<file path="src/rtl/core_lsu_pkg.sv">
// Shared types and address-decode helpers for the core load/store unit.
// Used by core_lsu_mmio and core_lsu_inbuf.
package core_lsu_pkg;

    typedef enum logic [2:0] {
        IDLE,
        MEM_REQ,
        MEM_WAIT,
        IO_RD,
        IO_WR,
        RESP
    } lsu_state_e;

    // The I/O channels occupy the top num_io word addresses.
    function automatic int unsigned io_base(input int unsigned aw, input int unsigned num_io);
        return (32'd1 << aw) - num_io;
    endfunction

    function automatic logic is_io(input logic [31:0] addr, input int unsigned aw,
                                   input int unsigned num_io);
        return addr >= io_base(aw, num_io);
    endfunction

endpackage

</file>
<file path="src/rtl/core_lsu_inbuf.sv">
// One-entry input buffer for a single I/O stream channel.
// It is instantiated only when CORE_LSU_INBUF_EN is defined.
module core_lsu_inbuf
    import core_lsu_pkg::*;
#(
    parameter int DW = 16
) (
    input  logic          clk_i,
    input  logic          rst_i,
    input  logic          in_val_i,
    output logic          in_rdy_o,
    input  logic [DW-1:0] in_data_i,
    output logic          full_o,
    output logic [DW-1:0] data_o,
    input  logic          pop_i
);

    logic          full;
    logic [DW-1:0] data;

    assign in_rdy_o = ~full;
    assign full_o   = full;
    assign data_o   = data;

    // A fill can only happen while empty and a pop only matters while full,
    // so the two never compete for the same cycle.
    always_ff @(posedge clk_i) begin
        if (rst_i) begin
            full <= 1'b0;
        end else if (in_val_i && !full) begin
            full <= 1'b1;
        end else if (pop_i) begin
            full <= 1'b0;
        end
    end

    // NOTE: the payload is qualified by full, so it is left out of reset.
    always_ff @(posedge clk_i) begin
        if (in_val_i && !full) begin
            data <= in_data_i;
        end
    end

endmodule

</file>
<file path="src/rtl/core_lsu_mmio.sv">
// Load/store unit with memory-mapped stream I/O on the top NUM_IO word addresses.
// Defining CORE_LSU_INBUF_EN adds a one-entry input buffer per channel.
module core_lsu_mmio
    import core_lsu_pkg::*;
#(
    parameter int AW     = 8,
    parameter int DW     = 16,
    parameter int NUM_IO = 1
) (
    input  logic                 clk_i,
    input  logic                 rst_i,
    input  logic                 req_val_i,
    output logic                 req_rdy_o,
    input  logic                 req_wen_i,
    input  logic [AW-1:0]        req_addr_i,
    input  logic [DW-1:0]        req_data_i,
    output logic                 resp_val_o,
    output logic [DW-1:0]        resp_data_o,
    output logic                 mem_val_o,
    input  logic                 mem_rdy_i,
    output logic                 mem_wen_o,
    output logic [AW-1:0]        mem_addr_o,
    output logic [DW-1:0]        mem_wdata_o,
    input  logic                 mem_rvalid_i,
    input  logic [DW-1:0]        mem_rdata_i,
    input  logic [NUM_IO-1:0]    in_val_i,
    output logic [NUM_IO-1:0]    in_rdy_o,
    input  logic [NUM_IO*DW-1:0] in_data_i,
    output logic [NUM_IO-1:0]    out_val_o,
    input  logic [NUM_IO-1:0]    out_rdy_i,
    output logic [DW-1:0]        out_data_o
);

    localparam int            CW      = (NUM_IO > 1) ? $clog2(NUM_IO) : 1;
    localparam logic [AW-1:0] IO_BASE = AW'(io_base(AW, NUM_IO));

    lsu_state_e        state;
    logic              wen_q;
    logic [AW-1:0]     addr_q;
    logic [DW-1:0]     data_q;
    logic [DW-1:0]     result_q;
    logic [CW-1:0]     ch_q;
    logic [NUM_IO-1:0] ch_onehot;
    logic              io_avail;
    logic [DW-1:0]     io_data;

    assign ch_onehot = NUM_IO'(1) << ch_q;

`ifdef CORE_LSU_INBUF_EN
    logic [NUM_IO-1:0]    full;
    logic [NUM_IO*DW-1:0] buf_data;

    for (genvar c = 0; c < NUM_IO; c++) begin : g_inbuf
        core_lsu_inbuf #(.DW(DW)) u_inbuf (
            .clk_i    (clk_i),
            .rst_i    (rst_i),
            .in_val_i (in_val_i[c]),
            .in_rdy_o (in_rdy_o[c]),
            .in_data_i(in_data_i[c*DW +: DW]),
            .full_o   (full[c]),
            .data_o   (buf_data[c*DW +: DW]),
            .pop_i    (state == IO_RD && ch_q == CW'(c))
        );
    end

    assign io_avail = full[ch_q];
    assign io_data  = buf_data[ch_q*DW +: DW];
`else
    assign in_rdy_o = (state == IO_RD) ? ch_onehot : '0;
    assign io_avail = in_val_i[ch_q];
    assign io_data  = in_data_i[ch_q*DW +: DW];
`endif

    // NOTE: outputs are pure decodes of registered state, so they carry no
    // combinational path from any input and need no hold logic.
    assign req_rdy_o   = (state == IDLE);
    assign resp_val_o  = (state == RESP);
    assign resp_data_o = resp_val_o ? result_q : '0;
    assign mem_val_o   = (state == MEM_REQ);
    assign mem_wen_o   = mem_val_o & wen_q;
    assign mem_addr_o  = mem_val_o ? addr_q : '0;
    assign mem_wdata_o = mem_val_o ? data_q : '0;
    assign out_val_o   = (state == IO_WR) ? ch_onehot : '0;
    assign out_data_o  = (state == IO_WR) ? data_q : '0;

    always_ff @(posedge clk_i) begin
        if (rst_i) begin
            state    <= IDLE;
            wen_q    <= 1'b0;
            addr_q   <= '0;
            data_q   <= '0;
            result_q <= '0;
            ch_q     <= '0;
        end else begin
            case (state)
                IDLE: begin
                    if (req_val_i) begin
                        wen_q  <= req_wen_i;
                        addr_q <= req_addr_i;
                        data_q <= req_data_i;
                        ch_q   <= CW'(req_addr_i - IO_BASE);
                        if (is_io(32'(req_addr_i), AW, NUM_IO)) begin
                            state <= req_wen_i ? IO_WR : IO_RD;
                        end else begin
                            state <= MEM_REQ;
                        end
                    end
                end
                // Read data is only accepted once the request phase has closed.
                MEM_REQ: begin
                    if (mem_rdy_i) begin
                        if (wen_q) begin
                            result_q <= '0;
                            state    <= RESP;
                        end else begin
                            state <= MEM_WAIT;
                        end
                    end
                end
                MEM_WAIT: begin
                    if (mem_rvalid_i) begin
                        result_q <= mem_rdata_i;
                        state    <= RESP;
                    end
                end
                IO_RD: begin
                    if (io_avail) begin
                        result_q <= io_data;
                        state    <= RESP;
                    end
                end
                IO_WR: begin
                    if (out_rdy_i[ch_q]) begin
                        result_q <= '0;
                        state    <= RESP;
                    end
                end
                RESP:    state <= IDLE;
                default: state <= IDLE;
            endcase
        end
    end

endmodule

</file>
<file path="config.mk">
export PLATFORM = sky130hd
export DESIGN_NAME = core_lsu_mmio
export DESIGN_NICKNAME = d
export VERILOG_FILES = /design/src/rtl/core_lsu_pkg.sv /design/src/rtl/core_lsu_inbuf.sv /design/src/rtl/core_lsu_mmio.sv
export SDC_FILE = /design/constraint.sdc
export NUM_CORES = 1
export LEC_CHECK = 0
export CELL_PAD_IN_SITES_DETAIL_PLACEMENT = 0
export CELL_PAD_IN_SITES_GLOBAL_PLACEMENT = 1
export CORE_MARGIN = 2
export CORE_UTILIZATION = 25
export DETAILED_ROUTE_END_ITERATION = 7
export DONT_BUFFER_PORTS = 1
export PLACE_DENSITY_LB_ADDON = 0.1
export SETUP_SLACK_MARGIN = 0.2
export SKIP_CTS_REPAIR_TIMING = 1
export SLEW_MARGIN = 15
export SYNTH_ARGS = -nofsm -noshare
export SYNTH_HDL_FRONTEND = slang
export SYNTH_SLANG_ARGS = --single-unit
</file>
<file path="constraint.sdc">
create_clock -name clk_i -period 3.9 [get_ports clk_i]
set_input_delay 0.78 -clock clk_i [delete_from_list [all_inputs] [get_ports clk_i]]
set_output_delay 0.78 -clock clk_i [all_outputs]
set_load 0.005 [all_outputs]
</file>
==> results of run 1 <==
-- critical path, cell delays in order, from the launching register on --
cell and delay [ps]:
sky130_fd_sc_hd__dfxtp_1 680, sky130_fd_sc_hd__nand2_1 90, sky130_fd_sc_hd__nor2_1 750, sky130_fd_sc_hd__and2_1 270
-- per-layer routing --
metal / part of all wire (%) / global-route usage, %
met4: 0.52 / 3.47
met2: 45 / 21.1
met5: 0 / 0
met3: 7.8 / 3.82
met1: 46 / 17.0
-- cell type report --
cell class              count  share of cell area (%)
inverters                   1                   0.142
clock inverters             1                   0.284
multi-input cells         236                    55.5
clock buffers               6                    3.13
flip-flops and latches     45                    34.1
repair buffers              2                   0.568
well taps                 133                    6.30
-- logic make-up (layout without fill, tap and decap cells) --
kind of cell    count (synthesis)  count (layout)  synth area share [%]
compound gates                 70              70                  17.8
simple gates                  165             165                  40.2
flops                          45              45                  36.1
buf+inv                        31              10                  5.56
mux                             1               1                 0.401
-- worst max path at each step --
stage                       to  slack [ps]      from  depth (start not counted)
3_5_place_dp   resp_data_o[12]        1290  state[0]                          3
2_1_floorplan  mem_wdata_o[10]        1790  state[0]                          4
5_1_grt         resp_data_o[6]         720  state[2]                          3
4_1_cts        resp_data_o[12]         960  state[0]                          3
3_3_place_gp    resp_data_o[1]        1410  state[0]                          3
6_report       resp_data_o[12]        1030  state[2]                          3
-- per-stage QoR --
step / area (um2) / total power [uW] / cells / worst slack, ps / utilization [%]
floorplan: 2500 / 1240 / 312 / 1790 / -
global placement: 2540 / 1370 / 417 / 1410 / 26.2
detailed placement: 2540 / 1380 / 417 / 1290 / 26.2
CTS: 2640 / 1700 / 424 / 958 / 27.1
global route: 2640 / 1830 / 424 / 718 / 27.2
finish: 2640 / 1670 / 424 / 1030 / 27.2
-- synthesized netlist by cell type (2+ instances only) --
library cell,instances
sky130_fd_sc_hd__a211oi_1,2
sky130_fd_sc_hd__a21oi_1,27
sky130_fd_sc_hd__a22oi_1,16
sky130_fd_sc_hd__a31oi_1,17
sky130_fd_sc_hd__and2_1,58
sky130_fd_sc_hd__and4_1,16
sky130_fd_sc_hd__buf_2,12
sky130_fd_sc_hd__buf_4,2
sky130_fd_sc_hd__clkbuf_1,15
sky130_fd_sc_hd__dfxtp_1,45
sky130_fd_sc_hd__nand2_1,51
sky130_fd_sc_hd__nand2b_1,2
sky130_fd_sc_hd__nand4_1,3
sky130_fd_sc_hd__nor2_1,7
sky130_fd_sc_hd__nor2b_1,2
sky130_fd_sc_hd__nor3_1,6
sky130_fd_sc_hd__nor3_2,12
sky130_fd_sc_hd__nor3b_2,2
-- state kept, by name (all words and copies together) (netlist names) --
signal    count
addr_q        8
ch_q          1
data_q       16
result_q     16
state         3
wen_q         1
-- report_power, final --
group          switching [uW]  internal (uW)  total (uW)
Sequential                105            587         692
Combinational             419            250         669
Clock                     168            141         308
==> qor.txt, run 1 <==
CELLS AND AREA
------------------------------------------------------------------------------------
Total area of multi-input combinational cells .........................  0.00147 mm2
Area occupied by registers ............................................      901 um2
Most used cells in the layout excluding fill and tap cells ............ sky130_fd_sc_hd__and2_1, sky130_fd_sc_hd__nand2_1, sky130_fd_sc_hd__dfxtp_1
Ratio of cells with drive above 1 in the final layout .................        9.28%
Count of filler cells inserted in the layout ..........................         1105
Leading cell type in the layout, fill and taps excluded ............... sky130_fd_sc_hd__and2_1
Antenna diode instance count ..........................................            0
Final layout net count ................................................          355
Area delta synth->final ...............................................        5.76%

SYNTH
------------------------------------------------------------------------------------
Top cell type by total area after synthesis ........................... sky130_fd_sc_hd__dfxtp_1
Proportion of synthesized flip-flops having asynchronous set or reset .           0%
Top post-synthesis cells by area ...................................... sky130_fd_sc_hd__dfxtp_1, sky130_fd_sc_hd__and2_1, sky130_fd_sc_hd__nand2_1
Cell variety after synth ..............................................           35
Count of state elements after synthesis ...............................           45
Mapped cell area ......................................................  0.00250 mm2
Number of nets produced by synthesis ..................................          376
Yosys top cell area share .............................................        36.1%
Share of synthesized area occupied by flip-flops and latches ..........        36.1%
Gate count of the mapped netlist ......................................          312
Number of enable flip-flop cells after synthesis ......................            0
Count of synthesis-stage warnings from yosys ..........................            0
Avg Cell Area, Syn ....................................................     8.01 um2
Main flop type after synthesis ........................................ sky130_fd_sc_hd__dfxtp_1

CLOCK TREE
------------------------------------------------------------------------------------
CTS tree ..............................................................         done
Total number of H-tree levels .........................................            2
Max Root-Sink Buffers .................................................            2
Insertion delay to the later sink of the worst-skew pair ..............       300 ps
Clock sink count ......................................................           45
Worst-path clk slew ...................................................        90 ps
Clock Tree Root ....................................................... sky130_fd_sc_hd__clkbuf_8
TritonCTS buffer count ................................................            5

STA
------------------------------------------------------------------------------------
Final worst-path cycle share ..........................................        73.7%
Achievable frequency ..................................................      348 MHz
Min Clock Period, post-route ..........................................      2870 ps
Final hold vios .......................................................            0
Worst clock skew on the final layout ..................................      7.93 ps
Max-slew headroom .....................................................        34.2%
Max Transition Viols Final ............................................            0
RSZ-0062 raised after global routing ..................................        false
Actual transition at the worst max-transition pin .....................       986 ps
Hold WS ...............................................................       449 ps
Number of setup violations in the final report ........................            0
Setup TNS .............................................................         0 ps

MIN PATH
------------------------------------------------------------------------------------
Count of cells along the worst hold path ..............................            2
Min-delay src .........................................................    addr_q[7]
Type of the worst min-delay path ......................................   reg -> reg
Worst-case hold path end point ........................................    addr_q[7]

FLOORPLANNING
------------------------------------------------------------------------------------
Number of top-level pins ..............................................          126
Number of rows created at floorplan ...................................           36
Initial cell density of the core ......................................        25.7%
Die X-Extent ..........................................................       104 um
Core region area ......................................................  0.00973 mm2
Die boundary height ...................................................       104 um
Area enclosed by the die boundary .....................................   0.0108 mm2

PLACEMENT
------------------------------------------------------------------------------------
Post-detailed-placement half-perimeter wirelength .....................      4.68 mm
IO buf count ..........................................................            0
Routability congestion estimate .......................................        0.689

POWER AND IR DROP
------------------------------------------------------------------------------------
Leakage component of the power ........................................  0.000870 uW
Worst VDD drop ........................................................       198 uV
P per Cell Area .......................................................   632 mW/mm2

GLOBAL ROUTE
------------------------------------------------------------------------------------
Maximum number of pins on one net before global-route repair ..........           47
Total global-route track usage ........................................        13.1%
Global route overflow .................................................            0
First-pass GRT wire length ............................................      11.4 mm
Vias in the first global route ........................................         2104
Initial antenna violation count .......................................            0

SETUP PATH
------------------------------------------------------------------------------------
FF-to-FF Start ........................................................     state[2]
Slack of the worst reg-to-reg path ....................................      1630 ps
Maximum fanout count along the critical path ..........................           17
Data arrival at the endpoint of the critical path .....................      2090 ps
Launching element type of the critical path ...........................    flip-flop
Path type of the worst setup path .....................................   reg -> out
Worst reg2reg path depth ..............................................            4
Critical path data required time ......................................      3120 ps
Endpoint of the lowest-slack register-to-register path ................    addr_q[5]
CP Capture Type .......................................................  output port

DETAILED ROUTING
------------------------------------------------------------------------------------
Total via count after detailed routing ................................         2179
Total DRC errors in the routed layout .................................            0
DRT Wirelength ........................................................      7.26 mm
Average via count per standard cell ...................................         5.14
DRT Pass-1 Iters ......................................................            6
Routed Antenna Nets ...................................................            0
DRT iter0 DRCs ........................................................           92
Routed len/inst .......................................................      17.1 um

RUN STATUS
------------------------------------------------------------------------------------
Run status ............................................................ finished clean

FLOW RUN
------------------------------------------------------------------------------------
Max-cap check violation count .........................................            0

Power figures use the tool's default switching activity.
==> run 2: changes to the inputs <==
- clock period: 3.9 -> 2.65 ns (I/O delays scaled with it)
==> run 2 against run 1 <==
- via count is 0.32% higher
- largest cell class unchanged
- sequential power is 46% higher
- critical endpoint is now mem_addr_o[0]
- hold slack got worse by 170 ps
- wire length shrank 1.1%
- register-to-register slack worse by 1100 ps
- critical path depth unchanged
- core utilization is 0.45 points higher
- power is 50% higher
- die area unchanged
- setup slack lost 600 ps
- clock-buffer cell count unchanged
==> qor.txt, run 2 (synthesis results as in run 1) <==
SETUP PATH
------------------------------------------------------------------------------
Endpoint of the lowest-slack register-to-register path .......... result_q[12]
Maximum fanout count along the critical path ....................           27   +10
Critical path data required time ................................      2120 ps   -1000 ps
Path type of the worst setup path ...............................   reg -> out
Data arrival at the endpoint of the critical path ...............      1690 ps   -400 ps
CP Capture Type .................................................  output port
Slack of the worst reg-to-reg path ..............................       500 ps   -1130 ps
FF-to-FF Start ..................................................     state[2]
Launching element type of the critical path .....................    flip-flop
Worst reg2reg path depth ........................................            4   unchanged

RUN STATUS
------------------------------------------------------------------------------
Run status ...................................................... finished clean

GLOBAL ROUTE
------------------------------------------------------------------------------
Total global-route track usage ..................................        13.3%   +0.17 points
Initial antenna violation count .................................            0   unchanged
Maximum number of pins on one net before global-route repair ....           47   unchanged
Global route overflow ...........................................            0   unchanged
Vias in the first global route ..................................         2149   +2.1%
First-pass GRT wire length ......................................      11.7 mm   +2.4%

PLACEMENT
------------------------------------------------------------------------------
Post-detailed-placement half-perimeter wirelength ...............      4.65 mm   -0.57%
Worst slack, placed .............................................       378 ps   -913 ps
Routability congestion estimate .................................        0.703   +2.0%
IO buf count ....................................................            0   unchanged
# placed instances ..............................................          422   +1.2%

CELLS AND AREA
------------------------------------------------------------------------------
Final layout net count ..........................................          360   +1.4%
Most used cells in the layout excluding fill and tap cells ...... sky130_fd_sc_hd__and2_1, sky130_fd_sc_hd__nand2_1, sky130_fd_sc_hd__dfxtp_1
Largest registers ............................................... data_q x16, result_q x16, addr_q x8
Antenna diode instance count ....................................            0   unchanged
Leading cell type in the layout, fill and taps excluded ......... sky130_fd_sc_hd__and2_1
Area delta synth->final .........................................        7.51%
Count of filler cells inserted in the layout ....................         1095   -0.90%
Ratio of cells with drive above 1 in the final layout ...........        11.1%   +1.8 points
Number of standard cells in the layout, taps in and fillers out .          430   +1.4%

MIN PATH
------------------------------------------------------------------------------
Worst-case hold path end point ..................................    data_q[4]
Min-delay src ...................................................        rst_i
Type of the worst min-delay path ................................    in -> reg
Count of cells along the worst hold path ........................            1   -1

CLOCK TREE
------------------------------------------------------------------------------
Max Root-Sink Buffers ...........................................            2   unchanged
Total number of H-tree levels ...................................            2   unchanged
Clock Tree Root ................................................. sky130_fd_sc_hd__clkbuf_8
CTS tree ........................................................         done
Insertion delay to the later sink of the worst-skew pair ........       300 ps   about the same
Clock sink count ................................................           45   unchanged
Worst-path clk slew .............................................       100 ps   about the same
TritonCTS buffer count ..........................................            5   unchanged

STA
------------------------------------------------------------------------------
Final hold vios .................................................            0   unchanged
Actual transition at the worst max-transition pin ...............       735 ps   -251 ps
Max-slew headroom ...............................................        50.8%   +17 points
RSZ-0062 raised after global routing ............................        false
Final worst-path cycle share ....................................        83.8%
Number of setup violations in the final report ..................            0   unchanged
Setup TNS .......................................................         0 ps   unchanged
Min Clock Period, post-route ....................................      2220 ps
Hold WS .........................................................       279 ps   -170 ps
Max Transition Viols Final ......................................            0   unchanged
Achievable frequency ............................................      450 MHz
Worst clock skew on the final layout ............................      14.4 ps   +6.47 ps
Fin worst setup slack ...........................................       429 ps   -596 ps

DETAILED ROUTING
------------------------------------------------------------------------------
Total DRC errors in the routed layout ...........................            0   unchanged
DRT iter0 DRCs ..................................................           74   -20%
Routed len/inst .................................................      16.7 um   -2.5%
Routed Antenna Nets .............................................            0   unchanged
Total via count after detailed routing ..........................         2186   +0.32%
DRT Wirelength ..................................................      7.18 mm   -1.1%
Average via count per standard cell .............................         5.08   -1.1%
DRT Pass-1 Iters ................................................            4   -2

POWER AND IR DROP
------------------------------------------------------------------------------
Worst VDD drop ..................................................       257 uV   +30%
P per Cell Area .................................................   930 mW/mm2   +47%
Total design power ..............................................      2500 uW   +50%
Leakage component of the power ..................................  0.000903 uW   +3.8%

FLOORPLANNING
------------------------------------------------------------------------------
Die boundary height .............................................       104 um   unchanged
Initial cell density of the core ................................        25.7%   unchanged
Die X-Extent ....................................................       104 um   unchanged
Number of top-level pins ........................................          126   unchanged
Number of rows created at floorplan .............................           36   unchanged
Core region area ................................................  0.00973 mm2   unchanged
Area enclosed by the die boundary ...............................   0.0108 mm2   unchanged

FLOW RUN
------------------------------------------------------------------------------
Max-cap check violation count ...................................            0   unchanged

[run 2: worst max-delay path by stage]
| stage | start | end | slack [ps] |
|---|---|---|---|
| after floorplan | state[0] | mem_wdata_o[10] | 790 |
| after global placement | state[0] | result_q[3] | 430 |
| after detailed placement | state[0] | result_q[6] | 380 |
| after CTS | state[0] | result_q[6] | 370 |
| after global routing | state[0] | mem_addr_o[6] | 270 |
| final | state[0] | mem_addr_o[0] | 430 |
[run 2: routing by layer]
metal  share of wire [%]  routed length (um)  track usage [%]
met5                   0                   0                0
met4                0.78                  56             3.38
met3                 7.1                 507             3.88
met2                  46                3280             21.0
met1                  46                3340             17.6
[run 2: critical path, stage by stage (launching register included)]
cell                      delay [ps]
sky130_fd_sc_hd__dfxtp_1         660
sky130_fd_sc_hd__nor3b_2         250
sky130_fd_sc_hd__buf_4           280
sky130_fd_sc_hd__and2_1          210
[run 2: final cells by class]
cell class	instances	area (um2)	area share, %
well taps	133	166	6.19
inverters	1	3.75	0.140
multi-input cells	236	1470	54.6
repair buffers	7	52.6	1.96
clock inverters	2	13.8	0.512
flip-flops and latches	45	901	33.5
clock buffers	6	82.6	3.07
[run 2: power by group]
group	internal (uW)	switching, uW
Combinational	400	617
Sequential	864	151
Clock	212	255
[run 2: per-stage QoR]
stage	utilization, %	instance area (um2)
CTS	27.5	2680
global placement	26.5	2580
finish	27.6	2690
detailed placement	26.5	2580
floorplan	-	2500
global route	27.6	2690
==> run 3: changes to the inputs <==
- clock period: 2.65 -> 2.16 ns (I/O delays scaled with it)
==> run 3 against run 2 <==
- critical path depth rose by 1
- clock power rose by 42%
- register-to-register slack got worse by 90 ps
- hold slack got worse by 80 ps
- combinational power rose by 45%
- highest routed layer unchanged
==> qor.txt, run 3 (synthesis results as in run 1) <==
STA
------------------------------------------------------------------------------
Min Clock Period, post-route ....................................      1960 ps
Number of setup violations in the final report ..................            0   unchanged
RSZ-0062 raised after global routing ............................         true
Fin worst setup slack ...........................................       201 ps   -228 ps
Final hold vios .................................................            0   unchanged
Setup TNS .......................................................         0 ps   unchanged
Actual transition at the worst max-transition pin ...............       429 ps   -306 ps
Worst clock skew on the final layout ............................      5.10 ps   -9.31 ps
Max Transition Viols Final ......................................            0   unchanged
Max-slew headroom ...............................................        71.2%   +20 points
Hold WS .........................................................       199 ps   -80.1 ps
Achievable frequency ............................................      510 MHz
Final worst-path cycle share ....................................        90.7%

CELLS AND AREA
------------------------------------------------------------------------------
Area delta synth->final .........................................        12.6%
Ratio of cells with drive above 1 in the final layout ...........        14.1%   +3.0 points
Leading cell type in the layout, fill and taps excluded ......... sky130_fd_sc_hd__and2_1
Most used cells in the layout excluding fill and tap cells ...... sky130_fd_sc_hd__and2_1, sky130_fd_sc_hd__nand2_1, sky130_fd_sc_hd__dfxtp_1
Antenna diode instance count ....................................            0   unchanged
Final design utilization ........................................        28.9%   +1.3 points
Largest registers ............................................... data_q x16, result_q x16, addr_q x8
Final layout net count ..........................................          368   +2.2%
Number of standard cells in the layout, taps in and fillers out .          438   +1.9%

FLOORPLANNING
------------------------------------------------------------------------------
Core region area ................................................  0.00973 mm2   unchanged
Number of top-level pins ........................................          126   unchanged
Die X-Extent ....................................................       104 um   unchanged
Initial cell density of the core ................................        25.7%   unchanged
Number of rows created at floorplan .............................           36   unchanged
Area enclosed by the die boundary ...............................   0.0108 mm2   unchanged
Die boundary height .............................................       104 um   unchanged

PLACEMENT
------------------------------------------------------------------------------
Routability congestion estimate .................................        0.773   +9.9%
Worst slack, placed .............................................       233 ps   -145 ps
Post-detailed-placement half-perimeter wirelength ...............      4.75 mm   +2.1%
IO buf count ....................................................            0   unchanged
# placed instances ..............................................          427   +1.2%

CLOCK TREE
------------------------------------------------------------------------------
CTS tree ........................................................         done
TritonCTS buffer count ..........................................            5   unchanged
Clock sink count ................................................           45   unchanged
Clock Tree Root ................................................. sky130_fd_sc_hd__clkbuf_8
Worst-path clk slew .............................................        80 ps   -20 ps
Total number of H-tree levels ...................................            2   unchanged
Insertion delay to the later sink of the worst-skew pair ........       290 ps   about the same
Max Root-Sink Buffers ...........................................            2   unchanged

POWER AND IR DROP
------------------------------------------------------------------------------
Portion of total power attributed to combinational logic ........        44.2%   +3.5 points
Cell Int Power ..................................................      2060 uW   +39%
Worst VDD drop ..................................................       294 uV   +14%
P per Cell Area .................................................  1190 mW/mm2   +28%
Sw frac .........................................................        38.6%   -2.3 points
Clock share of power ............................................        19.8%   +1.1 points
Proportion of power drawn by flip-flops and latches .............        36.0%   -4.6 points
Net switching power figure ......................................      1290 uW   +27%
Leakage component of the power ..................................  0.000964 uW   +6.7%

SETUP PATH
------------------------------------------------------------------------------
Data arrival at the endpoint of the critical path ...............      1530 ps   -160 ps
Critical path data required time ................................      1730 ps   -390 ps
Largest incremental delay on the critical path ..................       370 ps   -290 ps
CP Capture Type .................................................  output port
CP Cell Sequence ................................................ buf_6 > nor3b_4 > buf_2 > and2_1
Launching element type of the critical path .....................    flip-flop
Path type of the worst setup path ...............................   reg -> out
Maximum fanout count along the critical path ....................           10   -63%
Slowest library cell on the worst path .......................... sky130_fd_sc_hd__dfxtp_4

GLOBAL ROUTE
------------------------------------------------------------------------------
First-pass GRT wire length ......................................      11.2 mm   -4.1%
Initial antenna violation count .................................            0   unchanged
Global route overflow ...........................................            0   unchanged
Vias in the first global route ..................................         2110   -1.8%
Total global-route track usage ..................................        12.8%   -0.44 points
Maximum number of pins on one net before global-route repair ....           47   unchanged

DETAILED ROUTING
------------------------------------------------------------------------------
Total via count after detailed routing ..........................         2217   +1.4%
Total DRC errors in the routed layout ...........................            0   unchanged
Routed len/inst .................................................      17.2 um   +3.3%
DRT Pass-1 Iters ................................................            4   unchanged
DRT iter0 DRCs ..................................................          102   +38%
Average via count per standard cell .............................         5.06   -0.43%
DRT Wirelength ..................................................      7.55 mm   +5.2%
Routed Antenna Nets .............................................            0   unchanged

MIN PATH
------------------------------------------------------------------------------
Type of the worst min-delay path ................................    in -> reg

RUN STATUS
------------------------------------------------------------------------------
Run status ...................................................... finished clean

FLOW RUN
------------------------------------------------------------------------------
Max-cap check violation count ...................................            0   unchanged

## run 3: cell types whose count changed in the layout (fill, tap and decap cells not counted), moves of 2 or more
| cell | change |
|---|---|
| sky130_fd_sc_hd__dfxtp_1 | -3 |
| sky130_fd_sc_hd__dfxtp_4 | +3 |
| sky130_fd_sc_hd__buf_4 | +2 |
| sky130_fd_sc_hd__buf_6 | +4 |
## run 3: cell type report
cell class | instances | area, um2
timing repair buffer | 15 | 138
inverter | 1 | 3.75
clock inverter | 1 | 30.0
tap | 133 | 166
multi-input combinational | 236 | 1480
clock buffer | 7 | 86.3
fill | 1084 | 6920
sequential | 45 | 912
## run 3: path summary, 6_finish.rpt
path                  start               to  slack [ps]  cells past startpoint
setup / recovery   state[1]  mem_wdata_o[15]         200                      4
hold / removal        rst_i        data_q[4]         200                      1
setup reg to reg   state[0]         state[2]         410                      6
hold reg to reg   addr_q[3]        addr_q[3]         450                      2
## run 3: worst max-delay path, delay by kind of cell (launching register included)
| family | cells | cell delay, ps |
|---|---|---|
| buffers and inverters | 2 | 390 |
| AND/OR/NAND/NOR | 2 | 470 |
| flip-flops | 1 | 370 |
## run 3: stage by stage
stage,total power [uW],area (um2)
6_report,3350,2810
5_1_grt,3630,2810
4_1_cts,3280,2740
3_5_place_dp,2580,2620
3_3_place_gp,2550,2620
2_1_floorplan,2250,2500
## run 3: power groups by stage
| stage | registers [uW] | logic, uW | clock network [uW] |
|---|---|---|---|
| after floorplan | 1170 | 1080 | 0 |
| after global placement | 1230 | 1320 | 0 |
| after detailed placement | 1230 | 1350 | 0 |
| after CTS | 1210 | 1350 | 712 |
| after global routing | 1230 | 1660 | 733 |
| final | 1210 | 1480 | 665 |
## run 3: per-layer routing
layer  track usage [%]  wire [um]  vias up
li1                  -          -     1081
met1              16.6       3620     1051
met2              21.3       3450       81
met3              3.13        432        4
met4              3.28         51        0
met5                 0          0        -
